[src/rtl/mem_arb_pkg.sv]
// Shared types and constants for the two-master RAM arbiter.
// Holds the FSM state encoding, the master index constants and the default RAM latency.
package mem_arb_pkg;

  typedef enum logic [1:0] {
    IDLE,
    ACCESS,
    DONE
  } state_t;

  localparam int M_CPU = 0;
  localparam int M_LDR = 1;

  localparam int RAM_LAT_DEFAULT = 1;

endpackage

[src/rtl/mem_arb_if.sv]
// Bundle of both master request/response ports and the RAM-side bus.
// The arbiter uses the slave view; the environment drives the master view.
interface mem_arb_if #(
  parameter int AW = 64,
  parameter int DW = 64
);
  logic          m0_req, m0_we, m0_gnt, m0_done;
  logic [AW-1:0] m0_addr;
  logic [DW-1:0] m0_wdata, m0_rdata;

  logic          m1_req, m1_we, m1_gnt, m1_done;
  logic [AW-1:0] m1_addr;
  logic [DW-1:0] m1_wdata, m1_rdata;

  logic          ram_cs, ram_we, ram_oe;
  logic [AW-1:0] ram_addr;
  logic [DW-1:0] ram_wdata, ram_rdata;

  modport slave (
    input  m0_req, m0_we, m0_addr, m0_wdata,
    input  m1_req, m1_we, m1_addr, m1_wdata,
    input  ram_rdata,
    output m0_gnt, m0_done, m0_rdata,
    output m1_gnt, m1_done, m1_rdata,
    output ram_cs, ram_we, ram_oe, ram_addr, ram_wdata
  );

  modport master (
    output m0_req, m0_we, m0_addr, m0_wdata,
    output m1_req, m1_we, m1_addr, m1_wdata,
    output ram_rdata,
    input  m0_gnt, m0_done, m0_rdata,
    input  m1_gnt, m1_done, m1_rdata,
    input  ram_cs, ram_we, ram_oe, ram_addr, ram_wdata
  );

endinterface

[src/rtl/rr_arb2.sv]
// Two-input round-robin winner select with a last-grant pointer.
// On a tie the master not served last wins; after reset m0 has priority.
module rr_arb2
  import mem_arb_pkg::*;
(
  input  logic       clk,
  input  logic       reset,
  input  logic [1:0] req,
  input  logic       take,
  output logic       valid,
  output logic       win
);

  logic last;

  // NOTE: every output of a combinational block gets a value before any branch, so no latch is inferred.
  always_comb begin
    valid = |req;
    win   = req[M_LDR];
    if (&req) win = ~last;
  end

  // NOTE: clocked state uses non-blocking assignments so all flops sample pre-edge values.
  always_ff @(posedge clk) begin
    if (!reset) last <= 1'(M_LDR);
    else if (take && valid) last <= win;
  end

endmodule

[src/rtl/mem_arb.sv]
// Two-master RAM arbiter: IDLE -> ACCESS (RAM_LAT cycles) -> DONE -> IDLE.
// All RAM and master-side outputs are registered; request fields are latched at grant.
module mem_arb
  import mem_arb_pkg::*;
#(
  parameter int RAM_LAT = RAM_LAT_DEFAULT,
  parameter int AW      = 64,
  parameter int DW      = 64
) (
  input logic      clk,
  input logic      reset,
  mem_arb_if.slave bus
);

  state_t        state;
  logic [3:0]    cnt;
  logic [1:0]    gnt, done;
  logic          ram_cs, ram_we, ram_oe;
  logic [AW-1:0] ram_addr;
  logic [DW-1:0] ram_wdata, rdata0, rdata1;

  logic          arb_valid, arb_win;
  logic          sel_we;
  logic [AW-1:0] sel_addr;
  logic [DW-1:0] sel_wdata;

  rr_arb2 u_arb (
    .clk  (clk),
    .reset(reset),
    .req  ({bus.m1_req, bus.m0_req}),
    .take (state == IDLE),
    .valid(arb_valid),
    .win  (arb_win)
  );

  always_comb begin
    sel_we    = bus.m0_we;
    sel_addr  = bus.m0_addr;
    sel_wdata = bus.m0_wdata;
    if (arb_win == 1'(M_LDR)) begin
      sel_we    = bus.m1_we;
      sel_addr  = bus.m1_addr;
      sel_wdata = bus.m1_wdata;
    end
  end

  // The ram_* registers double as the latched request: master inputs are ignored after grant.
  always_ff @(posedge clk) begin
    if (!reset) begin
      state     <= IDLE;
      cnt       <= '0;
      gnt       <= '0;
      done      <= '0;
      ram_cs    <= 1'b0;
      ram_we    <= 1'b0;
      ram_oe    <= 1'b0;
      ram_addr  <= '0;
      ram_wdata <= '0;
      rdata0    <= '0;
      rdata1    <= '0;
    end else begin
      done <= '0;
      case (state)
        IDLE: begin
          if (arb_valid) begin
            state     <= ACCESS;
            cnt       <= 4'(RAM_LAT - 1);
            gnt       <= arb_win ? 2'b10 : 2'b01;
            ram_cs    <= 1'b1;
            ram_we    <= sel_we;
            ram_oe    <= ~sel_we;
            ram_addr  <= sel_addr;
            ram_wdata <= sel_wdata;
          end
        end
        ACCESS: begin
          if (cnt == 4'd0) begin
            state <= DONE;
            if (!ram_we) begin
              if (gnt[M_LDR]) rdata1 <= bus.ram_rdata;
              else            rdata0 <= bus.ram_rdata;
            end
            done      <= gnt;
            gnt       <= '0;
            ram_cs    <= 1'b0;
            ram_we    <= 1'b0;
            ram_oe    <= 1'b0;
            ram_addr  <= '0;
            ram_wdata <= '0;
          end else begin
            cnt <= cnt - 4'd1;
          end
        end
        DONE:    state <= IDLE;
        default: state <= IDLE;
      endcase
    end
  end

  assign bus.m0_gnt    = gnt[M_CPU];
  assign bus.m1_gnt    = gnt[M_LDR];
  assign bus.m0_done   = done[M_CPU];
  assign bus.m1_done   = done[M_LDR];
  assign bus.m0_rdata  = rdata0;
  assign bus.m1_rdata  = rdata1;
  assign bus.ram_cs    = ram_cs;
  assign bus.ram_we    = ram_we;
  assign bus.ram_oe    = ram_oe;
  assign bus.ram_addr  = ram_addr;
  assign bus.ram_wdata = ram_wdata;

endmodule

[src/flat_wrapper.sv]
// flat-port wrapper written by rule: the top's interface ports become plain ports
module mem_arb_flat import mem_arb_pkg::*;
#(
  parameter int RAM_LAT = RAM_LAT_DEFAULT,
  parameter int AW      = 64,
  parameter int DW      = 64
)
  (clk, reset, bus_m0_req, bus_m0_we, bus_m0_addr, bus_m0_wdata, bus_m1_req, bus_m1_we, bus_m1_addr, bus_m1_wdata, bus_ram_rdata, bus_m0_gnt, bus_m0_done, bus_m0_rdata, bus_m1_gnt, bus_m1_done, bus_m1_rdata, bus_ram_cs, bus_ram_we, bus_ram_oe, bus_ram_addr, bus_ram_wdata);
  mem_arb_if #(.AW(AW), .DW(DW)) bus_i ();
  input logic clk;
  input logic reset;
  input wire logic [$bits(bus_i.m0_req)-1:0] bus_m0_req;
  input wire logic [$bits(bus_i.m0_we)-1:0] bus_m0_we;
  input wire logic [$bits(bus_i.m0_addr)-1:0] bus_m0_addr;
  input wire logic [$bits(bus_i.m0_wdata)-1:0] bus_m0_wdata;
  input wire logic [$bits(bus_i.m1_req)-1:0] bus_m1_req;
  input wire logic [$bits(bus_i.m1_we)-1:0] bus_m1_we;
  input wire logic [$bits(bus_i.m1_addr)-1:0] bus_m1_addr;
  input wire logic [$bits(bus_i.m1_wdata)-1:0] bus_m1_wdata;
  input wire logic [$bits(bus_i.ram_rdata)-1:0] bus_ram_rdata;
  output wire logic [$bits(bus_i.m0_gnt)-1:0] bus_m0_gnt;
  output wire logic [$bits(bus_i.m0_done)-1:0] bus_m0_done;
  output wire logic [$bits(bus_i.m0_rdata)-1:0] bus_m0_rdata;
  output wire logic [$bits(bus_i.m1_gnt)-1:0] bus_m1_gnt;
  output wire logic [$bits(bus_i.m1_done)-1:0] bus_m1_done;
  output wire logic [$bits(bus_i.m1_rdata)-1:0] bus_m1_rdata;
  output wire logic [$bits(bus_i.ram_cs)-1:0] bus_ram_cs;
  output wire logic [$bits(bus_i.ram_we)-1:0] bus_ram_we;
  output wire logic [$bits(bus_i.ram_oe)-1:0] bus_ram_oe;
  output wire logic [$bits(bus_i.ram_addr)-1:0] bus_ram_addr;
  output wire logic [$bits(bus_i.ram_wdata)-1:0] bus_ram_wdata;
  assign bus_i.m0_req = bus_m0_req;
  assign bus_i.m0_we = bus_m0_we;
  assign bus_i.m0_addr = bus_m0_addr;
  assign bus_i.m0_wdata = bus_m0_wdata;
  assign bus_i.m1_req = bus_m1_req;
  assign bus_i.m1_we = bus_m1_we;
  assign bus_i.m1_addr = bus_m1_addr;
  assign bus_i.m1_wdata = bus_m1_wdata;
  assign bus_i.ram_rdata = bus_ram_rdata;
  assign bus_m0_gnt = bus_i.m0_gnt;
  assign bus_m0_done = bus_i.m0_done;
  assign bus_m0_rdata = bus_i.m0_rdata;
  assign bus_m1_gnt = bus_i.m1_gnt;
  assign bus_m1_done = bus_i.m1_done;
  assign bus_m1_rdata = bus_i.m1_rdata;
  assign bus_ram_cs = bus_i.ram_cs;
  assign bus_ram_we = bus_i.ram_we;
  assign bus_ram_oe = bus_i.ram_oe;
  assign bus_ram_addr = bus_i.ram_addr;
  assign bus_ram_wdata = bus_i.ram_wdata;
  mem_arb #(.RAM_LAT(RAM_LAT), .AW(AW), .DW(DW)) u_core (.clk(clk), .reset(reset), .bus(bus_i));
endmodule
[config.mk]
export PLATFORM = sky130hd
export DESIGN_NAME = mem_arb_flat
export DESIGN_NICKNAME = d
export VERILOG_FILES = /design/src/rtl/mem_arb_pkg.sv /design/src/rtl/mem_arb_if.sv /design/src/rtl/rr_arb2.sv /design/src/rtl/mem_arb.sv /design/src/flat_wrapper.sv
export SDC_FILE = /design/constraint.sdc
export NUM_CORES = 1
export LEC_CHECK = 0
export BUFFER_PORTS_ARGS = -buffer_cell sky130_fd_sc_hd__buf_4
export CAP_MARGIN = 20
export CORE_AREA = 2 2 230 232
export DETAILED_ROUTE_END_ITERATION = 12
export DIE_AREA = 0 0 232 234
export PLACE_DENSITY = 0.43
export SYNTH_ARGS = -nofsm -noshare
export SYNTH_HDL_FRONTEND = slang
export SYNTH_SLANG_ARGS = --single-unit
[constraint.sdc]
create_clock -name clk -period 1.4 [get_ports clk]
set_input_delay 0.28 -clock clk [delete_from_list [all_inputs] [get_ports clk]]
set_output_delay 0.28 -clock clk [all_outputs]
set_load 0.01 [all_outputs]
# After elaboration in Yosys (flattened, before gate mapping)
# Index checks and enable logic that the tools add are counted.
# totals
input_bits	326
reg_bits	270
wordCells	59
out_inout_bits	263
# classes
n_bitwise	4
reduce_logical	12
add_sub_neg	1
n_mux	26
n_eq_ne	4
# op_table
op	n
64-bit 2-to-1 mux	5
64-bit one-hot mux with 2 select lines	2
2-bit 2-to-1 mux	5
3-bit AND reduction	3
4-bit 2-to-1 mux	2
2-bit one-hot mux with 2 select lines	2
4-bit one-hot mux with 2 select lines	1
4-bit AND reduction	2
1-bit 2-to-1 mux	6
1-bit one-hot mux with 2 select lines	3
4-bit logical NOT	1
2-bit by 1-bit inequality test with 1-bit output (second input constant)	2
1-bit NOT	4
2-bit AND reduction	2
4-bit by 1-bit subtractor with 4-bit output (second input constant)	1
2-bit by 1-bit == test with 1-bit output (second input constant)	1
2-bit logical NOT	1
2-bit inequality test (second input constant)	1
2-bit nonzero test	1
2-bit OR reduction	1
1-bit logical AND	1

# Depth between registers and ports, before layout
# Gate-level depths: netlist of run 1.
# logic_depth
ltp_word	6
mapped_depth	8
mapped_depth_nobuf	6

# By module
# From an unflattened synthesis of run 1, not the netlist that was laid out.
# hier_totals
cells_unflattened	1329
area_unflattened_um2	11897.7
# by_module_without_submodules
mod	instances	area_each_um2	seq_area_each_um2	cells_per_inst
mem_arb	1	11843.9	5385.2	1323
rr_arb2	1	53.8	20.0	6

# Worst setup path before layout of run 1
# No wires, ideal clock.
# synth_timing
path_kind	register -> register
startpoint	reg u_core.cnt[0]
endpoint	reg u_core.ram_wdata[10], in the netlist u_core.bus.ram_wdata[10]
arrival_time_ps	1425
required_time_ps	1271
setup_time_ps	129
slack_ps	-154
stages_incl_launch_ff	9
period_less_slack_ps	1554
n_path_buf	2
cell_sequence	dfxtp_1 -> inv_1 -> ha_1 -> nor3b_4 -> nand2_1 -> buf_2 -> buf_2 -> nand4_1 -> o21ai_0
# synth_between
elab_chain_cells	3
# synth_lines
element	line	rtl
from (decl)	mem_arb.sv:16	logic [3:0] cnt;
from (signal assigned)	mem_arb.sv:67	cnt <= 4'(RAM_LAT - 1);
from (signal assigned)	mem_arb.sv:91	cnt <= cnt - 4'd1;
4-bit logical NOT	mem_arb.sv:77	if (cnt == 4'd0) begin
2-bit by 1-bit inequality test with 1-bit output (no line)	n/a	
3-bit AND reduction (no line)	n/a	
to (signal assigned)	mem_arb.sv:73	ram_wdata <= sel_wdata;
to (decl)	mem_arb.sv:20	logic [DW-1:0] ram_wdata, rdata0, rdata1;
# No other way between the ends.
# A chain may end at the register's enable or synchronous reset.

# Worst setup path in the final report of run 1
# layout_timing
startpoint	reg u_core.cnt[1]
endpoint	reg u_core.rdata0[40], in the netlist u_core.bus.m0_rdata[40]
# layout_between
elab_chain_cells	2
# layout_lines
element	line	rtl
4-bit logical NOT	mem_arb.sv:77	
4-bit AND reduction (no line)	n/a	
to (signal assigned)	mem_arb.sv:81	else rdata0 <= bus.ram_rdata;
to (decl)	mem_arb.sv:20	
# No other way between the ends.

==> results of run 1 <==
cells in the final DEF, fill, tap and decap left out, types with 3 or more instances in the layout:
master and n:
buf_4 652, clkbuf_1 7, mux2i_2 3, o21ai_0 33, clkbuf_8 4, nand2_1 246
and2_4 3, mux2i_1 125, dlygate4sd3_1 119, buf_12 25, a21boi_2 13, buf_16 6
clkinv_2 4, dfxtp_2 5, buf_6 14, o21ai_1 96, clkbuf_16 45, nor2_1 5
a21boi_1 115, nand2_2 7, dfxtp_1 264, nand2_8 3, nand4_1 129, nand2_4 13
worst max-delay path: stages (launching register included):
cell and delay (ns):
dfxtp_2 0.32, inv_2 0.07, ha_4 0.13, nor3b_4 0.30
and2_4 0.32, buf_6 0.15, clkbuf_16 0.15, nand2_4 0.04
a21boi_1 0.12
cell families after synthesis:
family	after synthesis
adders and majority gates	2
DFF	270
buffers and inverters	115
AOI/OAI and AO/OA	268
and+or+nand+nor	423
muxes	128
xor gates and xnor gates	2
flip-flops by register name (all words and copies together) (netlist names):
register	cells
u_core.bus.m0_rdata	64
u_core.bus.ram_oe	1
u_core.bus.ram_cs	1
u_core.u_arb.last	1
u_core.gnt	2
u_core.state	2
u_core.cnt	4
u_core.bus.ram_we	1
u_core.bus.m1_rdata	64
u_core.done	2
u_core.bus.ram_wdata	64
u_core.bus.ram_addr	64
metal layers:
metal	vias up	GRT usage, %
met4	0	5.349
met5	-	0
li1	5771	-
met3	62	4.536
met2	424	29.06
met1	5568	20.36
stage by stage:
step	power [mW]	cells	hold WS [ns]	util [%]	setup WS, ns
finish	22.19	2669	0.02028	38.18	-0.2774
global route	23.27	2668	0.01090	38.18	-0.3557
CTS	22.34	2647	0.0003962	37.07	-0.2349
detailed placement	13.04	2459	0.4474	32.10	-0.3517
global placement	13.01	2459	0.4413	32.10	-0.3302
floorplan	10.47	1208	0.4148	-	-0.05326
area by class of cell:
class	count	share of cell area, %
clock inverters	9	0.4598
inverters	2	0.03779
well taps	688	4.333
repair buffers	828	36.23
clock buffers	47	4.944
diodes	1	0.01260
multi-input cells	824	26.72
flip-flops and latches	270	27.26
path summary, 6_finish.rpt:
path                                         startpoint                 endpoint  depth (start not counted)
worst max register to register            u_core.cnt[1]  u_core.bus.m0_rdata[40]                          8
worst min register to register  u_core.bus.m0_rdata[59]  u_core.bus.m0_rdata[59]                          2
worst min-delay path                    bus_m1_addr[15]  u_core.bus.ram_addr[15]                          3
worst max-delay path                      u_core.cnt[1]  u_core.bus.m0_rdata[40]                          8
power breakdown:
part | total (mW) | internal, mW | switching, mW
Sequential | 8.55 | 8.24 | 0.309
Clock | 8.67 | 5.10 | 3.57
Combinational | 4.97 | 2.60 | 2.37
Total | 22.2 | 15.9 | 6.25
repair_timing:
action,CTS,global route
pin swaps,3,40
buffers inserted,7,8
endpoints found under the setup margin,270,272
gates cloned,6,16
hold buffers,119,0
hold endpoints to repair,163,0
gates resized for setup,28,94
==> impl_metrics.tcl, run 1 <==
set metrics [dict create \
    hold_viol_final 0 \
    num_rows 84 \
    leakagePower_nw 8.648 \
    drc 0 \
    fmax_mhz 596.2 \
    clkLatencyLatePin_ns 0.54 \
    r2r_slack_ns -0.28 \
    place_hpwl_um 35130 \
    relSlewSlack_pct 70.01 \
    port_buffers 588 \
    place_congestion 0.7783 \
    grt_max_degree 81 \
    totalWireLength_um 51250 \
    clkTransAtPathRegs_ns 0.06 \
    overflow 0 \
    synth_xor_area_share_pct 0.1594 \
    cts_buffers 35 \
    wl_met2_um 25630 \
    h-tree-depth 2 \
    fillers 5296 \
    async_flop_share_pct 0 \
    highest_layer "met4" \
    route.met3.wl_um 3530 \
    wl_per_cell_um 19.20 \
    avgViaCountPerCell 4.430 \
    postRouteAntennaNets 0 \
    syn_area_sq_um 10990 \
    ys.flop_type "dfxtp_1" \
    synth_area_leaders "dfxtp_1 (49%), mux2i_1 (12%), nand2_1 (9.1%)" \
    finalWorstSetupSlack_ns -0.2774 \
    slew_viol_final 0 \
    core_area_sq_um 52020 \
    nets 2289 \
    final.setup.tns_ns -54.48 \
    yosysTopAreaCellShare_pct 49.18 \
    critPathArrivalTime_ns 2.15 \
    antenna_found_initial 0 \
    end_kind "flip-flop" \
    yosys.area_share.simple_pct 18.14 \
    grt_pass1_wl_um 70200 \
    required_ns 1.87 \
    synth.most_common_cell "dfxtp_1" \
    start_util_pct 21.13 \
    ctsRootBufferMaster "clkbuf_16" \
    ys_types 39 \
    outcome "finished with violations" \
    design_area_sq_um 19870 \
    drt_iter0_drc 483 \
    syn_area_per_cell_sq_um 9.098 \
    yosysSeqAreaShare_pct 49.18 \
    rsz0062_at_grt "yes" \
    track_usage_pct 16.86 \
    critPathMaxFanout 6 \
    syn_inst 1208 \
    clockBufferDepth 3 \
    vias 11830 \
    regArea_sq_um 5415 \
    maxCapViolCount 0 \
    die_area_sq_um 54290 \
    setup_viol 267 \
    peakVddDrop_uv 668.9 \
    max_slew.worst_pin.slew_ns 0.4499 \
    multiInputGateArea_sq_um 5309 \
    die_w_um 232 \
    synth_fp_nets 1536 \
    crit_type "reg2reg" \
    period_share_pct 119.8 \
    placedInstanceArea_sq_um 16700 \
    synthTopCellsByCount "dfxtp_1 (270), nand2_1 (267), nand4_1 (129)" \
    hold_path_class "in2reg" \
    synth_edf_count 0 \
    finalClockSkew_ns 0.02207 \
    grt_pass1_vias 11780 \
    synth_fa_ha_area_share_pct 0.2277 \
    powerDensity_nw_per_um2 1117 \
    start_kind "flip-flop" \
    drive_gt1_share_pct 41.57 \
    synth_top_family_by_area "simple AND/OR/NAND/NOR gates" \
    dieHeight_um 234 \
    synth_seq_cells 270 \
    cts_tree "done" \
    synth_largest_area_cell "dfxtp_1" \
    period_minus_slack_ns 1.677 \
    ys_warn_count 0 \
    muxShareOfSynthArea_pct 11.66 \
    ios 589 \
    dr.pass1.iters 6 \
    synth_compound_area_share_pct 15.39 \
    violations "setup timing" \
    area_growth_pct 80.75 \
    cts_sinks 270 \
    routedLengthMet1_um 20800 \
]
(Power assumes the default switching activity.)
==> run 2: changes to the inputs <==
Settings changed: ABC_CLOCK_PERIOD_IN_PS set to 1400, PLACE_DENSITY 0.43 to 0.41.
==> impl_metrics.tcl, run 2 (same netlist as run 1, synthesis figures left out) <==
set metrics [dict create \
    cpLargestDelayFamily "simple AND/OR/NAND/NOR gates" \
    rsz0062_at_grt "yes" \
    max_slew.worst_pin.slew_ns 0.5270 \
    critical_path.slowest_cell "dfxtp_2" \
    grt_max_degree 56 \
    layout.cells.non_filler 2667 \
    num_rows 84 \
    critical_path_buf_inv_count 3 \
    start_util_pct 21.13 \
    crit_type "reg2reg" \
    peakVddDrop_uv 666.8 \
    place_congestion 0.7889 \
    hold_path_class "in2reg" \
    period_share_pct 113.3 \
    relSlewSlack_pct 64.73 \
    violations "setup timing" \
    postRouteAntennaNets 0 \
    placed_cells 2460 \
    required_ns 1.86 \
    outcome "finished with violations" \
    place_ws_ns -0.3176 \
    core_area_sq_um 52020 \
    clockBufferDepth 3 \
    powerDensity_nw_per_um2 1127 \
    clkTransAtPathRegs_ns 0.06 \
    diodes 0 \
    antenna_found_initial 0 \
    totalWireLength_um 49260 \
    maxCapViolCount 0 \
    critPathArrivalTime_ns 2.05 \
    power_frac_clock_pct 40.0 \
    cp_slowest_stage_delay_ns 0.32 \
    p_sw_share_pct 27.54 \
    cts_buffers 35 \
    nets 2284 \
    drive_gt1_share_pct 41.54 \
    combinationalPowerShare_pct 21.6 \
    grt_pass1_vias 11790 \
    final_cell_mix "buf_4 (645), dfxtp_1 (264), nand2_1 (236), nand4_1 (129), dlygate4sd3_1 (128)" \
    whs_ns 0.03033 \
    die_area_sq_um 54290 \
    die_w_um 232 \
    cts_sinks 270 \
    wl_per_cell_um 18.47 \
    p_int_mw 16.15 \
    ctsRootBufferMaster "clkbuf_16" \
    start_kind "flip-flop" \
    dr.pass1.iters 4 \
    leakagePower_nw 8.629 \
    power.switching_mw 6.137 \
    area_growth_pct 79.91 \
    fmax_mhz 630.5 \
    end_kind "flip-flop" \
    drc 0 \
    vias 11710 \
    final_common_cell "buf_4" \
    p_seq_share_pct 38.4 \
    finalWorstSetupSlack_ns -0.1860 \
    slew_viol_final 0 \
    drt_iter0_drc 531 \
    dieHeight_um 234 \
    ios 589 \
    period_minus_slack_ns 1.586 \
    cts_tree "done" \
    power_mw 22.28 \
    clkLatencyLatePin_ns 0.54 \
    place_hpwl_um 36300 \
    overflow 0 \
    cp_cell_sequence "inv_2 -> ha_4 -> nor3b_4 -> buf_6 -> and2_4 -> clkbuf_16 -> nand2_1 -> a21boi_1" \
    track_usage_pct 16.99 \
    critPathMaxFanout 7 \
    setup_viol 270 \
    finalClockSkew_ns 0.01678 \
    avgViaCountPerCell 4.391 \
    port_buffers 588 \
    h-tree-depth 2 \
    hold_viol_final 0 \
    grt_pass1_wl_um 70970 \
]
==> run 2: timing repair <==
item	CTS	global route
hold buffers	128	0
setup endpoints to repair	272	270
setup buffers	6	2
cloned	2	9
resized for setup	40	75
pin swaps	0	44
endpoints found under the hold margin	161	0
==> run 2: worst paths after layout <==
path                                              start                       end  slack, ns  depth (start not counted)
worst min-delay path                   bus_m0_wdata[44]  u_core.bus.ram_wdata[44]       0.03                          3
worst max register to register            u_core.cnt[1]   u_core.bus.m1_rdata[35]      -0.19                          8
worst min register to register  u_core.bus.m1_rdata[60]   u_core.bus.m1_rdata[60]       0.45                          2
worst max-delay path                      u_core.cnt[1]   u_core.bus.m1_rdata[35]      -0.19                          8
==> run 2: metrics by stage <==
step                      setup TNS [ns]  util, %  area [sq um]
after floorplan                   -1.732        -         11120
after global placement            -50.43    32.09         16700
after detailed placement          -57.40    32.09         16700
after CTS                         -30.78    37.14         19320
after global routing              -62.21    38.01         19770
final                             -35.91    38.01         19770
==> run 2: area by class of cell <==
type                            count  area [sq um]
Clock buffer                       49          1008
Clock inverter                     11         122.6
Fill cell                        5352         32250
Inverter                            2         7.507
Multi-Input combinational cell    825          5350
Sequential cell                   270          5418
Tap cell                          688         860.8
Timing Repair Buffer              822          7005
==> run 2: routing by layer <==
metal  track usage [%]  wire length (um)  up-vias
li1                  -                 -     5761
met1             20.45             20520     5496
met2             29.45             24220      387
met3             4.536              3397       66
met4             5.268              1117        0
met5                 0                 0        -
==> run 2: worst min-delay path, cell delays in order <==
cell	delay, ns
buf_4	0.08
mux2i_1	0.06
o21ai_1	0.11
==> run 2: power by group through the flow <==
stage | Sequential (mW) | Clock, mW | Combinational [mW]
6_report | 8.56 | 8.92 | 4.80
4_1_cts | 8.56 | 9.27 | 4.75
3_5_place_dp | 8.71 | 0 | 4.33
5_1_grt | 8.63 | 9.54 | 5.15
2_1_floorplan | 8.93 | 0 | 1.54
3_3_place_gp | 8.69 | 0 | 4.33
